<file path="src/rtl/issue_ctrl_pkg.sv">
// Shared constants for the issue stage, register file and ROB:
// ROB index width, issue FSM encoding and the held-instruction record.
package issue_ctrl_pkg;

  localparam int ROB_BIT = 4;
  localparam int REG_W   = 5;
  localparam int XLEN    = 32;

  typedef enum logic [1:0] {
    EMPTY = 2'd0,
    FULL  = 2'd1,
    FLUSH = 2'd2
  } issue_state_e;

  typedef struct packed {
    logic [XLEN-1:0]  inst;
    logic [XLEN-1:0]  pc;
    logic [REG_W-1:0] rd;
    logic [REG_W-1:0] rs1;
    logic [REG_W-1:0] rs2;
    logic             wr_rd;
    logic             is_mem;
  } slot_t;

endpackage

</file>
<file path="src/rtl/issue_slot.sv">
// One-entry hold register for a decoded instruction waiting to issue.
// Clear wins over load; otherwise the contents are held.
module issue_slot
  import issue_ctrl_pkg::*;
(
  input  logic  clk_in,
  input  logic  load,
  input  logic  clear,
  input  slot_t d,
  output slot_t q
);

  // NOTE: the slot is cleared synchronously like every other register here,
  // so a dropped instruction leaves no stale fields behind; non-blocking
  // assignments keep all flops updating from pre-edge values.
  always_ff @(posedge clk_in) begin
    if (clear) begin
      q <= '0;
    end else if (load) begin
      q <= d;
    end
  end

endmodule

</file>
<file path="src/rtl/issue_ctrl.sv">
// Single-entry issue stage: takes one decoded instruction per cycle and
// dispatches it to ROB plus RS or LSB once all targets have room.
module issue_ctrl
  import issue_ctrl_pkg::*;
#(
  parameter int CNT_W = 32
) (
  input  logic               clk_in,
  input  logic               rst_in,
  input  logic               rdy_in,
  input  logic               rob_clear_up,

  input  logic               dec_valid,
  output logic               dec_ready,
  input  logic [XLEN-1:0]    dec_inst,
  input  logic [XLEN-1:0]    dec_pc,
  input  logic [REG_W-1:0]   dec_rd,
  input  logic [REG_W-1:0]   dec_rs1,
  input  logic [REG_W-1:0]   dec_rs2,
  input  logic               dec_wr_rd,
  input  logic               dec_is_mem,

  output logic [REG_W-1:0]   get_id1,
  output logic [REG_W-1:0]   get_id2,
  input  logic [XLEN-1:0]    val1,
  input  logic [XLEN-1:0]    val2,
  input  logic               has_dep1,
  input  logic               has_dep2,
  input  logic [ROB_BIT-1:0] dep1,
  input  logic [ROB_BIT-1:0] dep2,

  output logic               rob_issue_reg,
  output logic [REG_W-1:0]   issue_reg_id,
  output logic [ROB_BIT-1:0] issue_rob_entry,

  input  logic               rob_full,
  input  logic               rs_full,
  input  logic               lsb_full,
  input  logic [ROB_BIT-1:0] rob_tail,

  output logic               rob_issue,
  output logic               rs_issue,
  output logic               lsb_issue,

  output logic [XLEN-1:0]    iss_inst,
  output logic [XLEN-1:0]    iss_pc,
  output logic [XLEN-1:0]    iss_val1,
  output logic [XLEN-1:0]    iss_val2,
  output logic               iss_has_dep1,
  output logic               iss_has_dep2,
  output logic [ROB_BIT-1:0] iss_dep1,
  output logic [ROB_BIT-1:0] iss_dep2,
  output logic [ROB_BIT-1:0] iss_rob_entry,

  output logic [CNT_W-1:0]   stall_cnt,
  output logic [CNT_W-1:0]   issue_cnt
);

  localparam logic [CNT_W-1:0] CNT_MAX = '1;
  localparam logic [CNT_W-1:0] CNT_ONE = CNT_W'(1);

  issue_state_e state, state_nxt;
  slot_t        slot_d, slot_q;
  logic         fire, hs, unit_full, slot_clear;

  assign slot_d = '{inst: dec_inst, pc: dec_pc, rd: dec_rd, rs1: dec_rs1,
                    rs2: dec_rs2, wr_rd: dec_wr_rd, is_mem: dec_is_mem};
  assign hs         = dec_valid && dec_ready;
  assign slot_clear = rst_in || (rdy_in && rob_clear_up);

  issue_slot u_slot (
    .clk_in (clk_in),
    .load   (hs),
    .clear  (slot_clear),
    .d      (slot_d),
    .q      (slot_q)
  );

  always_ff @(posedge clk_in) begin
    if (rst_in) begin
      state <= EMPTY;
    end else if (rdy_in) begin
      state <= state_nxt;
    end
  end

  always_comb begin
    state_nxt = state;
    if (rob_clear_up) begin
      state_nxt = FLUSH;
    end else begin
      case (state)
        EMPTY:   if (hs) state_nxt = FULL;
        FULL:    if (fire) state_nxt = hs ? FULL : EMPTY;
        FLUSH:   state_nxt = EMPTY;
        default: state_nxt = EMPTY;
      endcase
    end
  end

  // NOTE: every output of this block is assigned on every pass, so no latch
  // can be inferred. Reset is folded in so nothing strobes while it is high.
  always_comb begin
    unit_full = slot_q.is_mem ? lsb_full : rs_full;
    fire      = !rst_in && (state == FULL) && rdy_in && !rob_clear_up &&
                !rob_full && !unit_full;
    dec_ready = !rst_in && rdy_in && !rob_clear_up && ((state == EMPTY) || fire);

    rob_issue     = fire;
    rs_issue      = fire && !slot_q.is_mem;
    lsb_issue     = fire && slot_q.is_mem;
    rob_issue_reg = fire && slot_q.wr_rd && (slot_q.rd != '0);
    issue_reg_id  = rob_issue_reg ? slot_q.rd : '0;

    get_id1 = (!rst_in && state == FULL) ? slot_q.rs1 : '0;
    get_id2 = (!rst_in && state == FULL) ? slot_q.rs2 : '0;

    issue_rob_entry = rob_tail;
    iss_rob_entry   = rob_tail;
    iss_inst        = slot_q.inst;
    iss_pc          = slot_q.pc;
    iss_val1        = val1;
    iss_val2        = val2;
    iss_has_dep1    = has_dep1;
    iss_has_dep2    = has_dep2;
    iss_dep1        = dep1;
    iss_dep2        = dep2;
  end

  // Counters survive flushes; only reset clears them.
  always_ff @(posedge clk_in) begin
    if (rst_in) begin
      stall_cnt <= '0;
      issue_cnt <= '0;
    end else if (rdy_in) begin
      if ((state == FULL) && !fire && !rob_clear_up && (stall_cnt != CNT_MAX)) begin
        stall_cnt <= stall_cnt + CNT_ONE;
      end
      if (fire && (issue_cnt != CNT_MAX)) begin
        issue_cnt <= issue_cnt + CNT_ONE;
      end
    end
  end

endmodule

</file>
<file path="config.mk">
export PLATFORM = sky130hd
export DESIGN_NAME = issue_ctrl
export DESIGN_NICKNAME = d
export VERILOG_FILES = /design/src/rtl/issue_ctrl_pkg.sv /design/src/rtl/issue_slot.sv /design/src/rtl/issue_ctrl.sv
export SDC_FILE = /design/constraint.sdc
export NUM_CORES = 1
export LEC_CHECK = 0
export CORE_AREA = 2 2 155 157
export CTS_CLUSTER_DIAMETER = 30
export DETAILED_ROUTE_END_ITERATION = 6
export DIE_AREA = 0 0 157 159
export GPL_ROUTABILITY_DRIVEN = 0
export PLACE_DENSITY = 0.66
export SETUP_SLACK_MARGIN = 0.3
export SLEW_MARGIN = 25
export SYNTH_ARGS = -nofsm -noshare
export SYNTH_HDL_FRONTEND = slang
export SYNTH_SLANG_ARGS = --single-unit
</file>
<file path="constraint.sdc">
create_clock -name clk_in -period 6 [get_ports clk_in]
set_input_delay 0.6 -clock clk_in [delete_from_list [all_inputs] [get_ports clk_in]]
set_output_delay 0.6 -clock clk_in [all_outputs]
set_load 0.005 [all_outputs]
</file>
# Word-level counts from Yosys, hierarchy flattened
# Index checks and enable logic that the tools add are counted.
# totals
output_inout_bits	230
elab_cells	57
register_bits	147
input_bits	167
# classes
n_reduce_logical	31
n_eq_ne	5
add_sub_neg	2
n_mux	9
# op_table
cell	n
adder 32 x 1 -> 32 bit, second input constant	2
inequality test 32 bit, second input constant	2
logical AND 1 bit	18
2-to-1 mux 5 bit	3
zero test 1 bit	6
2-to-1 mux 2 bit	3
inequality test 3 bit, second input constant	2
nonzero test 5 bit	1
one-hot mux 2 bit (2 select lines)	1
AND reduction 2 bit	2
AND reduction 3 bit	1
== test 2 x 1 -> 1 bit, second input constant	1
zero test 2 bit	1
logical OR 1 bit	2
2-to-1 mux 1 bit	2

# Longest topological paths before layout
# Gate-level depths: netlist of run 1.
# logic_depth
depth_word	13
mapped_depth	8

# By module
# From an unflattened synthesis of run 1, not the netlist that was laid out.
# hier_totals
cells_unflattened	789
hier_area_um2	7143.1
# by_module_without_submodules
module	cells_per_inst	n_inst	seq_area_each_um2	area_each_um2
issue_ctrl	528	1	1321.3	4240.3
issue_slot	261	1	1621.6	2902.8

# Worst setup path after synthesis of run 1
# OpenSTA, ideal clock, no wires.
# synth_timing
path_type	input to output
from	input rst_in
to	output rob_issue_reg
arrival_ns	1.802
required_ns	5.400
slack_ns	3.598
n_path_buf	2
cell_stages	6
path_cell_list	clkbuf_1 nor3b_1 nor4b_4 clkbuf_1 nand2_1 a21oi_1
# synth_between
elab_chain_len	8
# synth_lines
element	line	rtl
start, declared	issue_ctrl.sv:9	input logic rst_in,
zero test 1 bit	issue_ctrl.sv:105	fire = !rst_in && (state == FULL) && rdy_in && !rob_clear_up &&
logical AND 1 bit (4 in a row)	issue_ctrl.sv:105	
logical AND 1 bit	issue_ctrl.sv:106	!rob_full && !unit_full;
via rob_issue	issue_ctrl.sv:41	output logic rob_issue,
logical AND 1 bit (2 in a row)	issue_ctrl.sv:112	rob_issue_reg = fire && slot_q.wr_rd && (slot_q.rd != '0);
end, declared	issue_ctrl.sv:32	output logic rob_issue_reg,
# The timed path passes the listed nets, and every way through them passes these cells.

# Final worst setup path of run 1
# layout_timing
from	register state[0]
to	output issue_reg_id[3]
# layout_between
elab_chain_len	9
# layout_lines
element	line	rtl
start, declared	issue_ctrl.sv:62	issue_state_e state, state_nxt;
start signal, assigned	issue_ctrl.sv:83	state <= state_nxt;
== test 2 x 1 -> 1 bit	issue_ctrl.sv:105	
logical AND 1 bit (4 in a row)	issue_ctrl.sv:105	
logical AND 1 bit	issue_ctrl.sv:106	
logical AND 1 bit (2 in a row)	issue_ctrl.sv:112	
2-to-1 mux 5 bit	issue_ctrl.sv:113	issue_reg_id = rob_issue_reg ? slot_q.rd : '0;
end, declared	issue_ctrl.sv:33	output logic [REG_W-1:0] issue_reg_id,
# No other way between the ends.

==> results of run 1 <==
==> cell usage after synthesis, drive strengths merged <==
| library cell | number | area, µm² |
|---|---|---|
| a21o | 1 | 7.51 |
| a211oi | 2 | 15.0 |
| and4 | 10 | 87.6 |
| o311a | 1 | 10.0 |
| and3 | 15 | 93.8 |
| o311ai | 3 | 26.3 |
| a21oi | 130 | 651 |
| nor3 | 5 | 25.0 |
| mux2 | 10 | 116 |
| dfxtp | 147 | 2940 |
| o21ai | 33 | 165 |
| o41ai | 1 | 16.3 |
| ha | 2 | 25.0 |
| nand2 | 193 | 724 |
| o2111ai | 1 | 8.76 |
| xnor2 | 2 | 17.5 |
| o211ai | 1 | 7.51 |
| inv | 6 | 22.5 |
| nor4 | 4 | 40.0 |
| and2 | 17 | 106 |
| clkbuf | 42 | 159 |
| o31ai | 19 | 143 |
| nand3 | 23 | 120 |
| or3 | 32 | 200 |
| nor2 | 22 | 82.6 |
| or4 | 17 | 128 |
| or2 | 1 | 6.26 |
| nand3b | 1 | 7.51 |
| nand2b | 3 | 18.8 |
| buf | 153 | 1130 |
| nor4b | 1 | 23.8 |
| xor2 | 2 | 17.5 |
| nor2b | 12 | 75.1 |
| mux2i | 3 | 30.0 |
| nor3b | 4 | 30.0 |
| nand4 | 18 | 113 |
==> cells by family after synthesis <==
family	count (synthesis)	synth area share (%)
and+or+nand+nor	378	25.5
buffers and inverters	201	17.7
muxes	13	1.98
AOI/OAI and AO/OA	192	14.2
xor gates and xnor gates	4	0.474
adders and majority gates	2	0.338
DFF	147	39.8
==> per-layer routing <==
metal  up-vias  part of all wire, %  GRT usage (%)  routed length, µm
met5         -                0.050              0                 10
met4         2                  2.8           6.76                563
met3        53                  5.5           3.92               1100
met2       188                   46           25.2               9280
met1      2921                   46           20.9               9240
li1       3208                    -              -                  -
==> registers in the layout, summed over array words and instances (netlist names) <==
name / count
u_slot.q: 81
stall_cnt: 32
state: 2
issue_cnt: 32
==> power breakdown <==
group          leakage, µW  internal [µW]  switching [µW]
registers          0.00119            984            5.44
clock network     0.000300            707             428
logic              0.00155           70.0            50.5
total              0.00304           1760             484
==> stage by stage <==
stage	instances	util, %	setup WS [ns]	power (µW)	hold WS, ns
floorplan	937	-	3.60	1100	0.432
global placement	1304	38.5	2.40	1130	0.437
detailed placement	1304	38.5	2.35	1130	0.443
CTS	1334	41.2	2.23	2280	0.452
global route	1334	41.2	2.07	2340	0.471
finish	1334	41.2	2.28	2240	0.448
==> final timing paths <==
kind	from	end	slack [ns]	depth (start not counted)
max reg2reg	state[0]	issue_cnt[13]	2.67	7
min reg2reg	u_slot.q[5]	u_slot.q[5]	0.45	2
max	state[0]	issue_reg_id[3]	2.28	5
min	u_slot.q[5]	u_slot.q[5]	0.45	2
==> placed cells by master, fill, tap and decap left out, types with 2 or more instances in the layout <==
master                              n
sky130_fd_sc_hd__nor3b_1            4
sky130_fd_sc_hd__nor3_1             5
sky130_fd_sc_hd__clkbuf_16         17
sky130_fd_sc_hd__clkinv_4           3
sky130_fd_sc_hd__mux2_2             9
sky130_fd_sc_hd__nor2_1            22
sky130_fd_sc_hd__or4_1             17
sky130_fd_sc_hd__mux2i_1            3
sky130_fd_sc_hd__dfxtp_1          147
sky130_fd_sc_hd__nand4_1           18
sky130_fd_sc_hd__nand2_1          193
sky130_fd_sc_hd__xnor2_1            2
sky130_fd_sc_hd__a211oi_1           2
sky130_fd_sc_hd__inv_6              2
sky130_fd_sc_hd__and2_1            17
sky130_fd_sc_hd__o21ai_0           32
sky130_fd_sc_hd__ha_1               2
sky130_fd_sc_hd__nand3_2            2
sky130_fd_sc_hd__and3_1            14
sky130_fd_sc_hd__nor4_1             3
sky130_fd_sc_hd__or3_1             32
sky130_fd_sc_hd__xor2_1             2
sky130_fd_sc_hd__bufinv_16          4
sky130_fd_sc_hd__inv_1              6
sky130_fd_sc_hd__nand3_1           21
sky130_fd_sc_hd__buf_4              7
sky130_fd_sc_hd__clkdlybuf4s50_1  235
sky130_fd_sc_hd__o311ai_1           3
sky130_fd_sc_hd__a21oi_1          130
sky130_fd_sc_hd__o31ai_1           19
sky130_fd_sc_hd__and4_1            10
sky130_fd_sc_hd__nand2b_1           3
sky130_fd_sc_hd__nor2b_1           12
==> worst min-delay path, cell delays in order (launching register included) <==
cell and delay, ns:
sky130_fd_sc_hd__dfxtp_1 0.30, sky130_fd_sc_hd__nand2_1 0.05, sky130_fd_sc_hd__a21oi_1 0.05
==> layout make-up <==
type,instances,area [µm²]
fillers,2358,13600
multi-input cells,589,3160
flip-flops and latches,147,2940
repair buffers,243,2410
clock buffers,19,443
well taps,319,399
clock inverters,11,176
inverters,6,22.5
==> summary.txt, run 1 <==
========================================================================================
Setup repair after global routing missed its margin                                false
Max Cap Viol                                                                           0
Post-layout net count                                                               1173
HPWL after detailed placement                                                   14200 µm
Fraction of the yosys area taken by sequential cells                               39.8%
Placement Rows                                                                        56
Clock latency reported for the late side of the worst-skew pair                  0.41 ns
Largest vdd supply drop                                                       0.000155 V
Critical path capture point type                                             output port
Dpl cell area                                                                   8930 µm²
CTS tree                                                                             yes
Worst setup SP type                                                                 flop
Crit-path leading delay family                                              simple AND/OR/NAND/NOR gates
Wire length reported by the detailed router                                     20200 µm
Final design area excluding fillers                                             9550 µm²
Maximum single-stage delay on the critical path                                  0.83 ns
Final clock period utilization by the worst path                                   62.0%
Ratio of cells with drive above 1 in the final layout                              5.32%
Total negative slack for setup checks                                               0 ns
Worst-path cell chain                                                       nor3b_1 > buf_4 > nor4b_4 > and3_1 > clkdlybuf4s50_1
Count of distinct cell types in the synthesized netlist                               44
Remaining number of nets flagged by the antenna check after routing                    0
Number of vias after detailed routing                                               6372
Cell chosen for the clock root                                              sky130_fd_sc_hd__clkbuf_16
Resized cells post-CTS                                                                 0
Run status                                                                  finished, final reports clean
Number of search-and-repair iterations in the first detailed-routing pass              4
Overflow left after global routing                                                     0
WS Path Type                                                                flop to output port
Post-CTS Repair Setup Buffers                                                          0
Vias in the first global route                                                      5989
Clock H-tree levels                                                                    4
Die extent in x                                                                   157 µm
Placeable core region                                                          23200 µm²
Number of buffers added to fix hold violations after cts                               0
Residual DRC                                                                           0
Final-report hold violation count                                                      0
Maximum fanout encountered on the critical timing path                                14
Initial antenna violation count                                                        1
Initial Util                                                                       31.9%
Total count of max-transition violations in the final report                           0
Timing-limited maximum frequency                                                 269 MHz
Global-route usage over all layers                                                 16.0%
Largest buffer count on any clock path                                                 2
Worst rel slew slack                                                               31.4%
Warnings from Yosys                                                                    0
Area of the die                                                                25000 µm²
Clock slew at the register clock pins of the worst setup and hold paths          0.06 ns
Antenna cell count                                                                     0
Count of endpoints failing setup in the final report                                   0
P_leak                                                                        0.00304 µW
Final worst path period need                                                     3.72 ns
Data arrival, critical path                                                      3.12 ns
Required time at the worst-slack endpoint                                        5.40 ns
Gate Count Post-Synth                                                                937
Worst-margin pin slew                                                            1.03 ns
Crit-path slowest cell                                                      sky130_fd_sc_hd__nor4b_4
I/O Pins                                                                             397
Port-buffer cells                                                                    236
Vias per std cell                                                                   4.78
Final worst clock skew                                                         0.0127 ns
Power density of the placed cells                                             235 nW/µm²
Summed instance area of the synthesized netlist                                 7390 µm²
Die height                                                                        159 µm
DR WL/cell                                                                       15.1 µm
CTS buffer count                                                                      17
P&R area growth vs syn                                                             29.2%
Mapped Avg Cell Area                                                            7.89 µm²
Wire length of the first global-routing pass                                    32000 µm
Class of the most critical hold timing path                                 flop to flop
Largest net degree at the start of global routing                                     82
Flops & latches, synth                                                               147
Critical path buffer and inverter count                                                2
Post-Synthesis Net Count                                                            1106
# clock sinks                                                                        147
Initial detailed-routing violation count                                             306
========================================================================================
Power figures use the tool's default switching activity.
==> run 2, diff against run 1 <==
--- a/config.mk
+++ b/config.mk
@@ -5,12 +5,12 @@
 export SDC_FILE = /design/constraint.sdc
 export NUM_CORES = 1
 export LEC_CHECK = 0
-export CORE_AREA = 2 2 155 157
+export CORE_AREA = 2 2 152 154
 export CTS_CLUSTER_DIAMETER = 30
 export DETAILED_ROUTE_END_ITERATION = 6
-export DIE_AREA = 0 0 157 159
+export DIE_AREA = 0 0 154 156
 export GPL_ROUTABILITY_DRIVEN = 0
-export PLACE_DENSITY = 0.66
+export PLACE_DENSITY = 0.69
 export SETUP_SLACK_MARGIN = 0.3
 export SLEW_MARGIN = 25
 export SYNTH_ARGS = -nofsm -noshare
==> constraint.sdc (replaced) <==
create_clock -name clk_in -period 3.5 [get_ports clk_in]
set_input_delay 0.35 -clock clk_in [delete_from_list [all_inputs] [get_ports clk_in]]
set_output_delay 0.35 -clock clk_in [all_outputs]
set_load 0.005 [all_outputs]
==> summary.txt, run 2 (synthesis gave the netlist of run 1 again) <==
========================================================================================
Run status                                                                  finished, final reports clean   unchanged
Total count of max-transition violations in the final report                           0   unchanged
P&R area growth vs syn                                                             30.3%   was 29.2%
Worst-margin pin slew                                                            1.00 ns   was 1.03 ns
Switching power                                                                   839 µW   was 484 µW
Final clock period utilization by the worst path                                   85.6%
Clock latency reported for the late side of the worst-skew pair                  0.42 ns   was 0.41 ns
Switching portion of total power                                                   20.9%   was 21.5%
Initial detailed-routing violation count                                             390   was 306
Class of the most critical hold timing path                                 input pin to flop   was flop to flop
Resized cells post-CTS                                                                 0   unchanged
Final cell count without fillers                                                    1305   was 1334
Regs by FF count                                                            u_slot.q: 81 flops, issue_cnt: 32 flops, stall_cnt: 32 flops   unchanged
Wire length of the first global-routing pass                                    31200 µm   was 32000 µm
Register containing the most flip-flops in the final layout                     u_slot.q   unchanged
P_leak                                                                        0.00309 µW   was 0.00304 µW
Final worst path period need                                                     3.00 ns
WS Path Type                                                                flop to output port   unchanged
Largest net degree at the start of global routing                                     82   unchanged
Cell chosen for the clock root                                              sky130_fd_sc_hd__clkbuf_16   unchanged
HPWL after detailed placement                                                   14000 µm   was 14200 µm
Initial Util                                                                       33.1%   was 31.9%
Power density of the placed cells                                             416 nW/µm²   was 235 nW/µm²
I/O Pins                                                                             397   unchanged
Most common cell after layout, fill and taps aside                          sky130_fd_sc_hd__clkdlybuf4s50_1   unchanged
Overflow left after global routing                                                     0   unchanged
Area of the die                                                                24000 µm²   was 25000 µm²
Maximum fanout encountered on the critical timing path                                14   unchanged
Max reg flops                                                                         81   unchanged
Final worst clock skew                                                        0.00983 ns   was 0.0127 ns
Fill count                                                                          2207   was 2358
Placement Rows                                                                        55   was 56
Initial antenna violation count                                                        0   was 1
Placeable core region                                                          22400 µm²   was 23200 µm²
Post-CTS Repair Setup Buffers                                                          0   unchanged
Worst setup slack before clock tree synthesis                                   0.698 ns   was 2.35 ns
DR WL/cell                                                                       15.4 µm   was 15.1 µm
Pint                                                                             3170 µW   was 1760 µW
Port-buffer cells                                                                    236   unchanged
Ratio of cells with drive above 1 in the final layout                              5.98%   was 5.32%
Total chip power                                                                 4010 µW   was 2240 µW
Post-layout net count                                                               1177   was 1173
Antenna cell count                                                                     0   unchanged
Required time at the worst-slack endpoint                                        3.15 ns   was 5.40 ns
Residual DRC                                                                           0   unchanged
Number of vias after detailed routing                                               6389   was 6372
Largest buffer count on any clock path                                                 2   unchanged
Setup repair after global routing missed its margin                                false   unchanged
Vias in the first global route                                                      5874   was 5989
Combinational fraction of design power                                              5.3%   was 5.4%
Worst setup SP type                                                                 flop   unchanged
Critical path capture point type                                             output port   unchanged
Placed instance count                                                               1273   was 1304
Register-to-register path setup slack                                            0.91 ns   was 2.67 ns
Global-route usage over all layers                                                 16.2%   was 16.0%
Clock H-tree levels                                                                    4   unchanged
Worst rel slew slack                                                               32.8%   was 31.4%
Vias per std cell                                                                   4.90   was 4.78
Largest vdd supply drop                                                       0.000308 V   was 0.000155 V
Remaining number of nets flagged by the antenna check after routing                    0   unchanged
Hold_ws                                                                         0.231 ns   was 0.448 ns
Die extent in x                                                                   154 µm   was 157 µm
Top library cells by usage in the layout, fill and taps aside               sky130_fd_sc_hd__clkdlybuf4s50_1 (235), sky130_fd_sc_hd__nand2_1 (193), sky130_fd_sc_hd__dfxtp_1 (147)   unchanged
Reg power frac                                                                     42.3%   was 44.1%
Clock slew at the register clock pins of the worst setup and hold paths          0.06 ns   about the same
Die height                                                                        156 µm   was 159 µm
Portion of total power attributed to the clock network                             52.5%   was 50.6%
Wire length reported by the detailed router                                     20100 µm   was 20200 µm
Final-report hold violation count                                                      0   unchanged
Number of buffers added to fix hold violations after cts                               0   unchanged
CTS buffer count                                                                      17   unchanged
CTS tree                                                                             yes   unchanged
Timing-limited maximum frequency                                                 334 MHz
Count of endpoints failing setup in the final report                                   0   unchanged
Max Cap Viol                                                                           0   unchanged
Final setup margin                                                              0.505 ns   was 2.28 ns
Total negative slack for setup checks                                               0 ns   unchanged
Data arrival, critical path                                                      2.65 ns   was 3.12 ns
Number of search-and-repair iterations in the first detailed-routing pass              4   unchanged
# clock sinks                                                                        147   unchanged
========================================================================================
[run 2: cell types whose count changed in the layout (fill, tap and decap cells not counted), sizes merged]
cell | previous run | this run
buf | 8 | 12
bufinv | 4 | 6
clkinv | 4 | 3
[run 2: path summary, 6_finish.rpt]
path | endpoint | cells after the start | startpoint
hold reg to reg | u_slot.q[3] | 2 | u_slot.q[3]
hold / removal | state[0] | 2 | rst_in
setup / recovery | rob_issue_reg | 6 | u_slot.q[0]
setup reg to reg | issue_cnt[1] | 7 | issue_cnt[11]
[run 2: metal layers]
| layer | global-route usage [%] | part of all wire, % | vias up |
|---|---|---|---|
| li1 | - | - | 3217 |
| met1 | 21.2 | 45 | 2942 |
| met2 | 25.6 | 47 | 191 |
| met3 | 4.03 | 5.1 | 39 |
| met4 | 6.50 | 2.4 | 0 |
| met5 | 0 | 0 | - |
[run 2: metrics by stage]
stage               util [%]  cell area, µm²
finish                  43.1            9630
global route            43.1            9630
CTS                     43.0            9610
detailed placement      40.0            8940
global placement        40.0            8940
floorplan                  -            7390
[run 2: cell type report]
type / count / area (µm²) / share of cell area, %
tap: 285 / 357 / 3.70
multi-input combinational: 589 / 3170 / 32.9
sequential: 147 / 2940 / 30.6
clock inverter: 12 / 228 / 2.36
timing repair buffer: 247 / 2460 / 25.6
clock buffer: 19 / 443 / 4.60
inverter: 6 / 22.5 / 0.234
[run 2: worst max-delay path, stage by stage (launching register included)]
cell and delay [ns]:
sky130_fd_sc_hd__dfxtp_1 0.54, sky130_fd_sc_hd__mux2_4 0.38, sky130_fd_sc_hd__nor4b_4 0.25, sky130_fd_sc_hd__buf_4 0.25
sky130_fd_sc_hd__nand2_1 0.08, sky130_fd_sc_hd__a21oi_1 0.19, sky130_fd_sc_hd__clkdlybuf4s50_1 0.55
[run 2: power groups by stage]
stage | sequential [µW] | clock, µW | combinational, µW
floorplan | 1730 | 0 | 156
global placement | 1730 | 0 | 211
detailed placement | 1730 | 0 | 212
CTS | 1690 | 2160 | 213
global route | 1690 | 2230 | 229
finish | 1690 | 2100 | 211
